[src/rtl/multicycle_control_unit.sv]
// Multi-cycle control unit for the SimpleCPU datapath: steps each instruction
// through IF/ID/EXE/MEM/WB, drives the datapath selects and counts retired instructions.
module multicycle_control_unit #(
  parameter int unsigned CNT_W = 32
) (
  input  logic             CLK,
  input  logic             Reset,
  input  logic [5:0]       opcode,
  input  logic             zero,
  output logic             PCWre,
  output logic             InsMemRW,
  output logic             IRWre,
  output logic             ExtSel,
  output logic             ALUSrcA,
  output logic             ALUSrcB,
  output logic [2:0]       ALUOp,
  output logic             RegWre,
  output logic [1:0]       RegDst,
  output logic             WrRegDSrc,
  output logic             DBDataSrc,
  output logic             mRD,
  output logic             mWR,
  output logic [1:0]       PCSrc,
  output logic [2:0]       state,
  output logic             halted,
  output logic [CNT_W-1:0] instr_count
);

  localparam logic [5:0] OP_ADD  = 6'b000000;
  localparam logic [5:0] OP_SUB  = 6'b000001;
  localparam logic [5:0] OP_ADDI = 6'b000010;
  localparam logic [5:0] OP_ORI  = 6'b010000;
  localparam logic [5:0] OP_AND  = 6'b010001;
  localparam logic [5:0] OP_OR   = 6'b010010;
  localparam logic [5:0] OP_SLL  = 6'b011000;
  localparam logic [5:0] OP_SLTI = 6'b011100;
  localparam logic [5:0] OP_SW   = 6'b110000;
  localparam logic [5:0] OP_LW   = 6'b110001;
  localparam logic [5:0] OP_BEQ  = 6'b110100;
  localparam logic [5:0] OP_BNE  = 6'b110101;
  localparam logic [5:0] OP_J    = 6'b111000;
  localparam logic [5:0] OP_JR   = 6'b111001;
  localparam logic [5:0] OP_JAL  = 6'b111010;
  localparam logic [5:0] OP_HALT = 6'b111111;

  localparam logic [2:0] ALU_ADD = 3'b000;
  localparam logic [2:0] ALU_SUB = 3'b001;
  localparam logic [2:0] ALU_SLL = 3'b010;
  localparam logic [2:0] ALU_OR  = 3'b011;
  localparam logic [2:0] ALU_AND = 3'b100;
  localparam logic [2:0] ALU_SLT = 3'b110;

  typedef enum logic [2:0] {
    S_IF      = 3'b000,
    S_ID      = 3'b001,
    S_EXE_MEM = 3'b010,
    S_MEM     = 3'b011,
    S_WB_LD   = 3'b100,
    S_EXE_BR  = 3'b101,
    S_EXE_AL  = 3'b110,
    S_WB_AL   = 3'b111
  } state_e;

  state_e           state_q, state_d;
  logic             halted_q, halted_d;
  logic [CNT_W-1:0] cnt_q, cnt_d;

  logic is_alu_r, is_alu_i, is_alu, is_mem, is_lw, is_sw, is_br, is_jmp, is_halt, is_nop;
  logic br_taken;
  logic [2:0] alu_op;

  // Opcode classification
  always_comb begin
    is_alu_r = 1'b0;
    is_alu_i = 1'b0;
    is_lw    = 1'b0;
    is_sw    = 1'b0;
    is_br    = 1'b0;
    is_jmp   = 1'b0;
    is_halt  = 1'b0;
    alu_op   = ALU_ADD;
    case (opcode)
      OP_ADD:  begin is_alu_r = 1'b1; alu_op = ALU_ADD; end
      OP_SUB:  begin is_alu_r = 1'b1; alu_op = ALU_SUB; end
      OP_AND:  begin is_alu_r = 1'b1; alu_op = ALU_AND; end
      OP_OR:   begin is_alu_r = 1'b1; alu_op = ALU_OR;  end
      OP_SLL:  begin is_alu_r = 1'b1; alu_op = ALU_SLL; end
      OP_ADDI: begin is_alu_i = 1'b1; alu_op = ALU_ADD; end
      OP_ORI:  begin is_alu_i = 1'b1; alu_op = ALU_OR;  end
      OP_SLTI: begin is_alu_i = 1'b1; alu_op = ALU_SLT; end
      OP_SW:   begin is_sw    = 1'b1; alu_op = ALU_ADD; end
      OP_LW:   begin is_lw    = 1'b1; alu_op = ALU_ADD; end
      OP_BEQ:  begin is_br    = 1'b1; alu_op = ALU_SUB; end
      OP_BNE:  begin is_br    = 1'b1; alu_op = ALU_SUB; end
      OP_J:    is_jmp  = 1'b1;
      OP_JR:   is_jmp  = 1'b1;
      OP_JAL:  is_jmp  = 1'b1;
      OP_HALT: is_halt = 1'b1;
      default: ;
    endcase
    is_alu   = is_alu_r | is_alu_i;
    is_mem   = is_lw | is_sw;
    is_nop   = ~(is_alu | is_mem | is_br | is_jmp | is_halt);
    br_taken = ((opcode == OP_BEQ) && zero) || ((opcode == OP_BNE) && !zero);
  end

  // Next-state and counter update
  always_comb begin
    state_d  = state_q;
    halted_d = halted_q;
    cnt_d    = cnt_q + (PCWre ? CNT_W'(1) : CNT_W'(0));
    if (!halted_q) begin
      case (state_q)
        S_IF: state_d = S_ID;
        S_ID: begin
          if (is_halt) begin
            halted_d = 1'b1;
            state_d  = S_IF;
          end else if (is_br) begin
            state_d = S_EXE_BR;
          end else if (is_mem) begin
            state_d = S_EXE_MEM;
          end else if (is_alu) begin
            state_d = S_EXE_AL;
          end else begin
            state_d = S_IF;
          end
        end
        S_EXE_AL:  state_d = S_WB_AL;
        S_WB_AL:   state_d = S_IF;
        S_EXE_BR:  state_d = S_IF;
        S_EXE_MEM: state_d = S_MEM;
        S_MEM:     state_d = is_lw ? S_WB_LD : S_IF;
        S_WB_LD:   state_d = S_IF;
        default:   state_d = S_IF;
      endcase
    end
    if (Reset) begin
      state_d  = S_IF;
      halted_d = 1'b0;
      cnt_d    = '0;
    end
  end

  always_ff @(posedge CLK) begin
    state_q  <= state_d;
    halted_q <= halted_d;
    cnt_q    <= cnt_d;
  end

  // Datapath controls; opcode-derived selects stay valid from ID to retirement
  always_comb begin
    PCWre     = 1'b0;
    InsMemRW  = 1'b0;
    IRWre     = 1'b0;
    RegWre    = 1'b0;
    RegDst    = 2'b00;
    WrRegDSrc = 1'b0;
    DBDataSrc = 1'b0;
    mRD       = 1'b0;
    mWR       = 1'b0;
    PCSrc     = 2'b00;
    ExtSel    = is_alu_i & (opcode != OP_ORI) | is_mem | is_br;
    ALUSrcA   = (opcode == OP_SLL);
    ALUSrcB   = is_alu_i | is_mem;
    ALUOp     = alu_op;
    if (!halted_q) begin
      case (state_q)
        S_IF: begin
          InsMemRW = 1'b1;
          IRWre    = 1'b1;
        end
        S_ID: begin
          PCWre = is_jmp | is_nop;
          if (opcode == OP_J || opcode == OP_JAL) PCSrc = 2'b11;
          if (opcode == OP_JR) PCSrc = 2'b10;
          if (opcode == OP_JAL) begin
            RegWre    = 1'b1;
            RegDst    = 2'b00;
            WrRegDSrc = 1'b0;
          end
        end
        S_EXE_BR: begin
          PCWre = 1'b1;
          PCSrc = br_taken ? 2'b01 : 2'b00;
        end
        S_WB_AL: begin
          PCWre     = 1'b1;
          RegWre    = 1'b1;
          WrRegDSrc = 1'b1;
          DBDataSrc = 1'b0;
          RegDst    = is_alu_i ? 2'b01 : 2'b10;
        end
        S_MEM: begin
          if (is_lw) begin
            mRD       = 1'b1;
            DBDataSrc = 1'b1;
          end else begin
            mWR   = 1'b1;
            PCWre = 1'b1;
          end
        end
        S_WB_LD: begin
          PCWre     = 1'b1;
          mRD       = 1'b1;
          DBDataSrc = 1'b1;
          RegWre    = 1'b1;
          RegDst    = 2'b01;
          WrRegDSrc = 1'b1;
        end
        default: ;
      endcase
    end
    // Nothing may be written while reset is held, whatever state we are in
    if (Reset) begin
      PCWre  = 1'b0;
      IRWre  = 1'b0;
      RegWre = 1'b0;
      mWR    = 1'b0;
      mRD    = 1'b0;
    end
  end

  assign state       = state_q;
  assign halted      = halted_q;
  assign instr_count = cnt_q;

endmodule

[config.mk]
export PLATFORM = sky130hd
export DESIGN_NAME = multicycle_control_unit
export DESIGN_NICKNAME = d
export VERILOG_FILES = /design/src/rtl/multicycle_control_unit.sv
export SDC_FILE = /design/constraint.sdc
export NUM_CORES = 1
export LEC_CHECK = 0
export CORE_UTILIZATION = 51
export DETAILED_ROUTE_END_ITERATION = 8
export PLACE_DENSITY_LB_ADDON = 0.1
export SLEW_MARGIN = 20
export SYNTH_ARGS = -nofsm -noshare
export SYNTH_HDL_FRONTEND = slang
export SYNTH_SLANG_ARGS = --single-unit
[constraint.sdc]
create_clock -name CLK -period 9.3 [get_ports CLK]
set_input_delay 1.395 -clock CLK [delete_from_list [all_inputs] [get_ports CLK]]
set_output_delay 1.395 -clock CLK [all_outputs]
set_load 0.03 [all_outputs]
# Word-level counts from Yosys, hierarchy flattened
# Cells that the tools add are included.
# W data, S select, Z words.
# classes
bitwise_logic	12
reduce_logical	15
n_mux	46
n_addsub	1
n_eq_ne	23
# ops
op	n
$eq A6 B6 Y1 const B	8
$add A32 B1 Y32	1
$eq A6 B5 Y1 const B	5
$mux W1	29
$pmux W3 S6	1
$mux W3	5
$pmux W3 S5	1
$eq A3 B3 Y1 const B	4
$reduce_or A3 Y1	4
$mux W2	5
$or A1 B1 Y1	10
$pmux W2 S2	2
$eq A3 B2 Y1 const B	2
$eq A6 B1 Y1 const B	1
$eq A6 B2 Y1 const B	1
$logic_not A6 Y1	1
$ne A6 B5 Y1 const B	1
$reduce_or A2 Y1	3
$reduce_or A5 Y1	1
$pmux W1 S2	2
$eq A3 B1 Y1 const B	1
$logic_not A3 Y1	1
$pmux W1 S3	1
$logic_and A1 B1 Y1	2
other kinds (4)	5
# word_totals
register_bits	36

# Depth between registers and ports, before layout
# logic_depth
ltp_word	15
depth_mapped	14

# Worst setup path after synthesis
# OpenSTA, ideal clock, no wires.
# synth_timing
kind	in2reg
start	input opcode[1]
end	register cnt_q[30] (netlist: instr_count[30])
slack_ps	4866
arrival_ps	4364
path_stages	13
path_cell_list	clkbuf_1 -> clkbuf_1 -> nor2_1 -> o2111ai_1 -> nand2_1 -> o22ai_1 -> ha_1 -> ha_1 -> and3_1 -> buf_2 -> nand4_2 -> or4_1 -> a21oi_1
# synth_between
elab_chain_cells	15
word_cells_on_any_way	41
classes_between	1 x add/sub; 15 x eq/ne; 12 x mux; 8 x bitwise; 5 x reduce/logical
# synth_lines
item	line_no	source
start, declared	8	input logic [5:0] opcode,
$eq A6 B5 Y1 (tied with other cells)	82	case (opcode)
$reduce_or A5 Y1 (no line) / $reduce_or A3 Y1 (equally long branches)	-	
$mux W1	82	
$or A1 B1 Y1	101	is_alu = is_alu_r | is_alu_i;
$or A1 B1 Y1 (4 in a row)	103	is_nop = ~(is_alu | is_mem | is_br | is_jmp | is_halt);
$not A1 Y1	103	
$or A1 B1 Y1	174	PCWre = is_jmp | is_nop;
$pmux W1 S3 (*)	168	case (state_q)
$mux W1 (*)	167	if (!halted_q) begin
$mux W1 (*)	215	if (Reset) begin
via PCWre	10	output logic PCWre,
$mux W1 (*)	111	cnt_d = cnt_q + (PCWre ? CNT_W'(1) : CNT_W'(0));
$add A32 B1 Y32 (*)	111	
end signal, assigned	148	cnt_q <= cnt_d;
end, declared	66	logic [CNT_W-1:0] cnt_q, cnt_d;
# The timed path passes the listed nets; every way through them passes the cells marked *.
# A chain may end at the register's enable or synchronous reset.

# Final worst setup path
# layout_timing
start	input opcode[5]
end	output PCSrc[0]
# layout_between
elab_chain_cells	6
word_cells_on_any_way	14
classes_between	5 x eq/ne; 5 x mux; 4 x reduce/logical
# layout_lines
item	line_no	source
$eq A6 B6 Y1 (on tied branches)	175, 104	
$logic_or A1 B1 Y1 / $logic_and A1 B1 Y1 (equally long branches)	175, 104	
$mux W2 / $logic_or A1 B1 Y1 (equally long branches)	175, 104	
$mux W2 / $mux W1 (equally long branches)	176, 185	
$pmux W2 S2 (*)	168	
$mux W2 (*)	167	
end, declared	23	output logic [1:0] PCSrc,
# Mark *: on every way between the ends. The rest lies on a longest branch, timed or not.

==> impl_metrics.json <==
{
  "grt.total_usage_pct": 25.0,
  "drt_pass1_iterations": 4,
  "via_count": 2285,
  "cp_common_cell": "clkdlybuf4s50_1",
  "cts_made_buffers": 5,
  "synth_seq_area_share_pct": 33.1,
  "placed_area_um2": 2790,
  "grt_pass1_wl_mm": 8.73,
  "clk_root_buffer_cell": "clkbuf_8",
  "ir_drop_mv": 0.0891,
  "rsz0062_at_grt": "false",
  "crit_required_ns": 7.91,
  "area_delta_synth_final_pct": 32.1,
  "rows": 23,
  "nets": 339,
  "drtAntennaViolNets": 0,
  "crit_path_end_kind": "output port",
  "finClkSkew_ns": 0.00839,
  "slew_viol_final": 0,
  "place_hpwl_mm": 3.66,
  "worst_pin_slew_ns": 0.565,
  "finalSetupTns_ns": 0,
  "hold_depth": 2,
  "status": "complete, no violations",
  "r2r_end": "instr_count[26]",
  "ctsHoldBuffers": 0,
  "core-area_um2": 4060,
  "syn_avg_cell_area_um2": 7.84,
  "die_w_um": 67.4,
  "io_pins": 63,
  "final_common_cell": "clkdlybuf4s50_1",
  "synthFlopType": "dfxtp_1",
  "die_h_um": 67.4,
  "critical_path_class": "in -> out",
  "final_area_um2": 2880,
  "syn_nets": 289,
  "dieArea_um2": 4540,
  "fmax_mhz": 179,
  "path_buf_inv": 2,
  "p_leak_nw": 0.943,
  "n_antenna_cell": 0,
  "worstRegToRegCells": 10,
  "first_global_vias": 1910,
  "reg2reg_slack_ns": 5.35,
  "cts.path.max_buffers": 2,
  "antenna_found_initial": 0,
  "period_share_pct": 60.1,
  "grt_max_degree": 42,
  "final_cell_mix": "clkdlybuf4s50_1 (62), dfxtp_1 (36), nor2_1 (24), a21oi_1 (21), nand2_1 (17)",
  "drive_above_1_share_pct": 4.26,
  "cts_setup_buffers": 0,
  "fin_crit_ns": 5.59,
  "clkTransAtPathRegs_ns": 0.07,
  "r2r-start": "state[0]",
  "holdPathEnd": "instr_count[28]",
  "clock-sinks": 36,
  "hold_path_class": "reg -> reg",
  "detail_route.wirelength_mm": 5.33,
  "path_cells": "clkdlybuf4s50_1, nand2_1, or4_4, or4b_1, o21ai_1, clkdlybuf4s50_1",
  "tritoncts": "done",
  "drv_cap": 0,
  "p_per_area_nw_per_um2": 109,
  "io_buffer_count": 62,
  "ys_types": 52,
  "worstPathMaxFanout": 13,
  "hold_start": "instr_count[28]",
  "start_util_pct": 53.7,
  "post_drt_wl_per_cell_um": 14.1,
  "synth_warnings": 0,
  "cp_top_family": "buffers and inverters",
  "drc": 0,
  "cp.arrival_ns": 4.19,
  "syn_inst": 278,
  "syn_area_um2": 2180,
  "setup_viol": 0,
  "cp-start-kind": "input pin",
  "cp_slowest_cell": "clkdlybuf4s50_1",
  "h-tree-depth": 2,
  "postSynth.asyncResetShare_pct": 0,
  "grt.overflow.total": 0,
  "cpPeakStageDelay_ns": 0.72,
  "drt-initial-drc-count": 223,
  "cts_resized": 0,
  "p_total_w": 0.000314,
  "max-slew-margin-rel_pct": 62.2,
  "ys_seq_elements": 36,
  "synth_edf_count": 0,
  "clk_latency_ns": 0.29,
  "post_drt_via_cell_ratio": 6.03,
  "gp_congestion": 0.802,
  "finalHoldViolCount": 0
}
[how the worst max path moves through the flow]
stage / startpoint / to / slack [ns] / depth (start not counted)
6_report: opcode[5] / PCSrc[0] / 3.71 / 6
5_1_grt: opcode[5] / PCSrc[0] / 3.58 / 6
4_1_cts: opcode[5] / PCSrc[0] / 3.73 / 6
3_5_place_dp: opcode[5] / PCSrc[0] / 3.74 / 6
3_3_place_gp: opcode[5] / PCSrc[0] / 3.77 / 6
2_1_floorplan: opcode[1] / instr_count[30] / 4.87 / 13
[report_power, final]
part	switching [W]	internal, W	total (W)
clock	0.0000541	0.0000604	0.000115
combinational	0.0000244	0.0000175	0.0000420
sequential	0.00000260	0.000155	0.000158
total	0.0000811	0.000233	0.000314
[cell usage after synthesis (all sizes together) (4+ instances only)]
| cell type | n | area [um^2] |
|---|---|---|
| xor2 | 7 | 61.3 |
| xnor2 | 6 | 52.6 |
| nor2 | 24 | 90.1 |
| o31ai | 7 | 52.6 |
| nor2b | 9 | 56.3 |
| nand2b | 4 | 25.0 |
| or4 | 9 | 71.3 |
| nor4 | 6 | 37.5 |
| clkbuf | 12 | 45.0 |
| buf | 8 | 37.5 |
| o21ai | 15 | 75.1 |
| nand4 | 9 | 68.8 |
| dfxtp | 36 | 721 |
| nor3 | 9 | 45.0 |
| inv | 4 | 15.0 |
| and4 | 6 | 52.6 |
| a21oi | 21 | 105 |
| nand3 | 13 | 65.1 |
| nand2 | 17 | 63.8 |
| and3 | 5 | 31.3 |
| or3 | 12 | 80.1 |
[cell families (layout without fill, tap and decap cells)]
kind of cell / after synthesis / in the layout / share of synthesized area, %
AOI/OAI and AO/OA: 64 / 64 / 18.3
xor gates and xnor gates: 13 / 13 / 5.23
adders and majority gates: 2 / 2 / 1.15
buffers and inverters: 24 / 75 / 4.48
DFF: 36 / 36 / 33.1
muxes: 1 / 1 / 0.517
and+or+nand+nor: 138 / 138 / 37.3
[worst reg2reg max path, cell delays in order (launching register included)]
cell	delay [ns]
dfxtp_1	0.57
or3b_4	0.45
or3_4	0.40
o32a_1	0.18
o22ai_1	0.24
ha_1	0.26
ha_1	0.21
and3_1	0.39
nand4_2	0.41
or4_1	0.61
a21oi_1	0.15
[cell type report]
type	count	area, um^2
fillers	346	1180
multi-input cells	218	1360
flip-flops and latches	36	721
clock buffers	8	90.1
inverters	4	15.0
repair buffers	63	628
well taps	50	62.6
[sequential cells by signal, indices dropped and copies added, names as in the netlist]
| name | cells |
|---|---|
| halted | 1 |
| instr_count | 32 |
| state | 3 |
[per-stage QoR]
stage               setup slack (ns)  cells  hold slack (ns)  utilization, %
finish                          3.71    379            0.494            70.9
global route                    3.58    379            0.518            70.9
CTS                             3.73    379            0.500            70.9
detailed placement              3.74    371            0.489            68.7
global placement                3.77    371            0.478            68.7
floorplan                       4.87    278            0.610               -
[routing by layer]
metal  up-vias  routed length (um)  GRT usage [%]
met4         0                  48           6.38
met2        75                2420           37.8
met3         8                 255           6.25
met5         -                   0              0
met1      1067                2600           35.2
li1       1135                   -              -
(Power assumes the default switching activity.)
==> RTL edit 1 (config.mk and constraints unchanged) <==
The parameter `CNT_W` goes from 32 to 40.
--- a/src/rtl/multicycle_control_unit.sv
+++ b/src/rtl/multicycle_control_unit.sv
@@ -3,3 +3,3 @@
 module multicycle_control_unit #(
-  parameter int unsigned CNT_W = 32
+  parameter int unsigned CNT_W = 40
 ) (
Interface: changed (resized instr_count); port bits go from 63 to 71. No check against the original RTL was run, so the function may have changed too.
==> RTL edit 1 against the unedited design <==
- sequential cell count increased by 8
- worst hold slack improved by 0.013 ns
- total power increased by 16%
- synthesized area increased by 25%
- wire length increased by 27%
- synthesized cell count increased by 23%
- setup slack improved by 0.14 ns
- design area increased by 20%
==> RTL edit 1: results (changes against the unedited design) <==
Synth
  • Mapped Cells: 343 (+23%)
  • Post-synthesis mux area share: 0.0166 (+0.0114)
  • Synth area leaders: dfxtp_1, a21oi_1, or4_1
  • Yosys warning count: 0 (unchanged)
  • Synth unique cells: 49 (-5.8%)
  • Post-synth top cells: dfxtp_1, a21oi_1, nor2_1
  • Adder-Cell Fraction of Synth Area: 0.00920 (-0.00229)
  • Post-synthesis sequential area ratio: 0.324 (-0.00717)
  • Syn nets: 354 (+22%)
  • Post-synthesis compound-gate area fraction: 0.179 (-0.00334)
  • Post-synthesis xor/xnor area fraction: 0.0418 (-0.0104)

Cells and area
  • Finished Layout Cells: 463 (+22%)
  • Nets: 403 (+19%)
  • Max reg flops: 40 (+25%)
  • Layout cell share with drive strength beyond 1: 0.0534 (+0.0109)

Worst setup path
  • Capture point of the worst reg-to-reg path: instr_count[32]
  • Critical path fanouts, max: 18 (+5)
  • Flop2flop setup slack: 5.54 ns (+0.19 ns)
  • Arrival @ worst endpoint: 4.05 ns (-0.14 ns)

Status
  • Status: finished clean

Placement
  • HPWL Detailed: 4730 µm (+29%)
  • GPL Wtd Cong: 0.857 (+6.9%)
  • Port Buffers: 70 (+13%)
  • Number of cells after detailed placement: 455 (+23%)

Global routing
  • First-pass GRT wire length: 10800 µm (+24%)
  • All-Layer GR Usage: 0.250 (about the same)
  • Vias in the first global route: 2339 (+22%)
  • Largest net degree at the start of global routing: 48 (+14%)

CTS
  • Post-cts sizing count: 0 (unchanged)
  • Clock slew at reported path FFs: 0.09 ns (+0.02 ns)

Timing
  • Rel. slew slack: 0.638 (+0.0156)
  • Clock Skew: 0.00947 ns (+0.00109 ns)

Pwr
  • Leakage power: 0.00109 µW (+16%)
  • Peak supply drop: 0.0000549 V (-38%)

Drt
  • Vias per cell: 5.90 (-2.1%)
  • Drt total wl: 6790 µm (+27%)
  • Iter 0 DRT Violations: 132 (-41%)

Min path
  • Hold EP: instr_count[13]
  • Worst hold-check path type: flip-flop to flip-flop
  • Hold_sp: instr_count[13]
## RTL edit 1: cell count changes after synthesis, moves of 4 or more
cell	change
a21oi_1	+9
buf_6	+5
clkbuf_1	+4
dfxtp_1	+8
mux2_2	+4
nand4_1	+8
nor2_1	+6
o21ai_0	+6
o21ai_1	-9
o31ai_1	+11
or3_1	-5
or4_1	+11
## RTL edit 1: layer usage
metal / GRT usage / wire length [µm] / up-vias
li1: - / - / 1388
met5: 0 / 0 / -
met4: 0.101 / 74 / 0
met3: 0.0589 / 358 / 7
met2: 0.404 / 3180 / 70
met1: 0.322 / 3180 / 1268
## RTL edit 1: metrics by stage
stage          hold WS [ns]  area (µm²)  power, µW  setup slack (ns)
6_report              0.508        3450        365              3.85
5_1_grt               0.556        3450        380              3.70
4_1_cts               0.506        3450        367              3.86
3_5_place_dp          0.489        3360        239              3.87
3_3_place_gp          0.482        3360        239              3.89
2_1_floorplan         0.617        2720        226              4.91
## RTL edit 1: worst max-delay path, stage by stage
cell,delay (ns)
clkdlybuf4s50_1,0.68
or2_1,0.44
or4_1,0.49
a311oi_1,0.28
o22ai_1,0.15
clkdlybuf4s50_1,0.63
## RTL edit 1: final cells by class
class,count,area [µm²]
clock inverter,2,15.0
fill,454,1650
inverter,6,22.5
tap,70,87.6
multi-input combinational,264,1660
timing repair buffer,71,708
clock buffer,6,82.6
sequential,44,881
## RTL edit 1: how the worst max path moves through the flow
stage | start | to | cells after the start
floorplan | opcode[3] | mRD | 6
global placement | opcode[3] | PCWre | 6
detailed placement | opcode[3] | PCWre | 6
CTS | opcode[3] | PCWre | 6
global route | opcode[3] | PCWre | 6
finish | opcode[3] | PCWre | 6
## RTL edit 1: power breakdown
part,switching (µW),leakage [µW],internal (µW)
registers,2.96,0.000355,189
logic,25.6,0.000691,16.8
clock network,70.4,0.0000434,60.2
==> RTL edit 2 (same flow settings) <==
Made on the original files. Put a register stage on the output `PCWre`. The value now appears one clock later. The other outputs are not delayed to match.
--- a/src/rtl/multicycle_control_unit.sv
+++ b/src/rtl/multicycle_control_unit.sv
@@ -62,2 +62,4 @@
   } state_e;
+
+  logic PCWre_d;
 
@@ -110,3 +112,3 @@
     halted_d = halted_q;
-    cnt_d    = cnt_q + (PCWre ? CNT_W'(1) : CNT_W'(0));
+    cnt_d    = cnt_q + (PCWre_d ? CNT_W'(1) : CNT_W'(0));
     if (!halted_q) begin
@@ -152,3 +154,3 @@
   always_comb begin
-    PCWre     = 1'b0;
+    PCWre_d   = 1'b0;
     InsMemRW  = 1'b0;
@@ -173,3 +175,3 @@
         S_ID: begin
-          PCWre = is_jmp | is_nop;
+          PCWre_d = is_jmp | is_nop;
           if (opcode == OP_J || opcode == OP_JAL) PCSrc = 2'b11;
@@ -183,3 +185,3 @@
         S_EXE_BR: begin
-          PCWre = 1'b1;
+          PCWre_d = 1'b1;
           PCSrc = br_taken ? 2'b01 : 2'b00;
@@ -187,3 +189,3 @@
         S_WB_AL: begin
-          PCWre     = 1'b1;
+          PCWre_d   = 1'b1;
           RegWre    = 1'b1;
@@ -199,3 +201,3 @@
             mWR   = 1'b1;
-            PCWre = 1'b1;
+            PCWre_d = 1'b1;
           end
@@ -203,3 +205,3 @@
         S_WB_LD: begin
-          PCWre     = 1'b1;
+          PCWre_d   = 1'b1;
           mRD       = 1'b1;
@@ -215,3 +217,3 @@
     if (Reset) begin
-      PCWre  = 1'b0;
+      PCWre_d = 1'b0;
       IRWre  = 1'b0;
@@ -227,2 +229,6 @@
 
+  always_ff @(posedge CLK) begin
+    PCWre <= PCWre_d;
+  end
+
 endmodule
Function: changed (a bounded check fails within 4 cycles, from zero or initial values and one cycle with Reset high).
==> RTL edit 2 against the unedited design <==
- total power grew 0.18%
- clock skew increased by 0.0097 ns
- first-iteration DRC count down 38%
- sequential cell count grew 1
- register-to-register slack better by 0.34 ns
- design area up 0.65%
- synthesized area is 1.4% higher
- setup slack better by 0.10 ns
- wire length decreased by 1.2%
==> RTL edit 2: results (changes against the unedited design) <==
Placement
  • Pre-CTS WS: 3.80 ns (+0.0685 ns)
  • GPL Wtd Cong: 0.928 (+16%)
  • Number of cells after detailed placement: 368 (-0.81%)
  • HPWL Detailed: 3650 µm (-0.15%)
  • Dpl cell area: 0.00280 mm² (+0.45%)

Drt
  • Vias per cell: 6.07 (+0.75%)
  • Routed length per instance: 14.0 µm (-0.45%)
  • Iter 0 DRT Violations: 139 (-38%)

Global routing
  • Largest net degree at the start of global routing: 39 (-7.1%)
  • First-pass GRT wire length: 8340 µm (-4.5%)
  • M2 GR Usage: 0.397 (+0.0198)
  • Met1 track demand over resource: 0.303 (-0.0491)
  • Met3 Use GR: 0.0483 (-0.0142)
  • All-Layer GR Usage: 0.235 (-0.0156)

Synth
  • Post-synthesis compound-gate area fraction: 0.207 (+0.0240)
  • Syn nets: 290 (+0.35%)
  • Post-synthesis mux area share: 0.00510 (-0.0000732)
  • Synth area leaders: dfxtp_1, a21oi_1, o31ai_1
  • Post-synthesis sequential area ratio: 0.335 (+0.00438)
  • Adder-Cell Fraction of Synth Area: 0.0113 (-0.000163)
  • Post-synthesis xor/xnor area fraction: 0.0476 (-0.00470)
  • Mapped Cells: 279 (+0.36%)

Cells and area
  • Nets: 336 (-0.88%)
  • Finished Layout Cells: 376 (-0.79%)
  • Max reg flops: 32 (unchanged)
  • Layout cell share with drive strength beyond 1: 0.0399 (-0.00268)

Timing
  • Final setup margin: 3.82 ns (+0.104 ns)
  • Rel. slew slack: 0.329 (-0.293)
  • Clock Skew: 0.0181 ns (+0.00970 ns)

Pwr
  • Leakage power: 0.000919 µW (-2.6%)
  • Power Internal: 234 µW (+0.33%)

Status
  • Status: finished clean

CTS
  • Number of CTS-inserted buffers: 5 (unchanged)

Worst setup path
  • Arrival @ worst endpoint: 4.09 ns (-0.10 ns)
  • Worst stage delay on the critical path: 0.69 ns (-0.03 ns)
  • Critical path fanouts, max: 12 (-1)
## RTL edit 2: changes by cell type after synthesis, moves of 3 or more
cell | before | now
nand3_1 | 13 | 8
or4_1 | 8 | 13
o31a_1 | 0 | 4
o21ai_0 | 6 | 12
o31ai_1 | 7 | 13
nor2b_1 | 9 | 5
nand4_1 | 7 | 10
buf_2 | 6 | 2
clkbuf_1 | 12 | 19
inv_1 | 4 | 9
o21ai_1 | 9 | 0
or3_1 | 11 | 8
nor2_1 | 24 | 19
## RTL edit 2: layout make-up
type	instances	area, µm²
Multi-Input combinational cell	209	1330
Clock inverter	2	13.8
Timing Repair Buffer	63	628
Tap cell	50	62.6
Inverter	9	33.8
Clock buffer	6	82.6
Fill cell	332	1190
Sequential cell	37	741
## RTL edit 2: cells by family after synthesis
group,count (synthesis)
multiplexers,1
buffers and inverters,33
XOR/XNOR,12
AND/OR/NAND/NOR,123
adder cells (fa/ha/maj),2
AO/OA/AOI/OAI,71
flip-flops,37
## RTL edit 2: metal layers
| layer | routed length, µm | up-vias |
|---|---|---|
| met5 | 0 | - |
| met4 | 29 | 0 |
| met3 | 290 | 2 |
| met2 | 2580 | 65 |
| met1 | 2360 | 1076 |
| li1 | - | 1141 |
## RTL edit 2: power by group through the flow
stage	Combinational (µW)	Clock (µW)	Sequential, µW
after floorplan	22.2	0	166
after global placement	35.8	0	165
after detailed placement	35.5	0	165
after CTS	35.6	119	161
after global routing	38.3	126	162
final	35.9	117	162
## RTL edit 2: worst paths after layout
path,start,endpoint,slack (ns)
worst max-delay path,opcode[3],mRD,3.82
worst max register to register,state[0],instr_count[30],5.69
worst min-delay path,instr_count[24],instr_count[24],0.49
worst min register to register,instr_count[24],instr_count[24],0.49
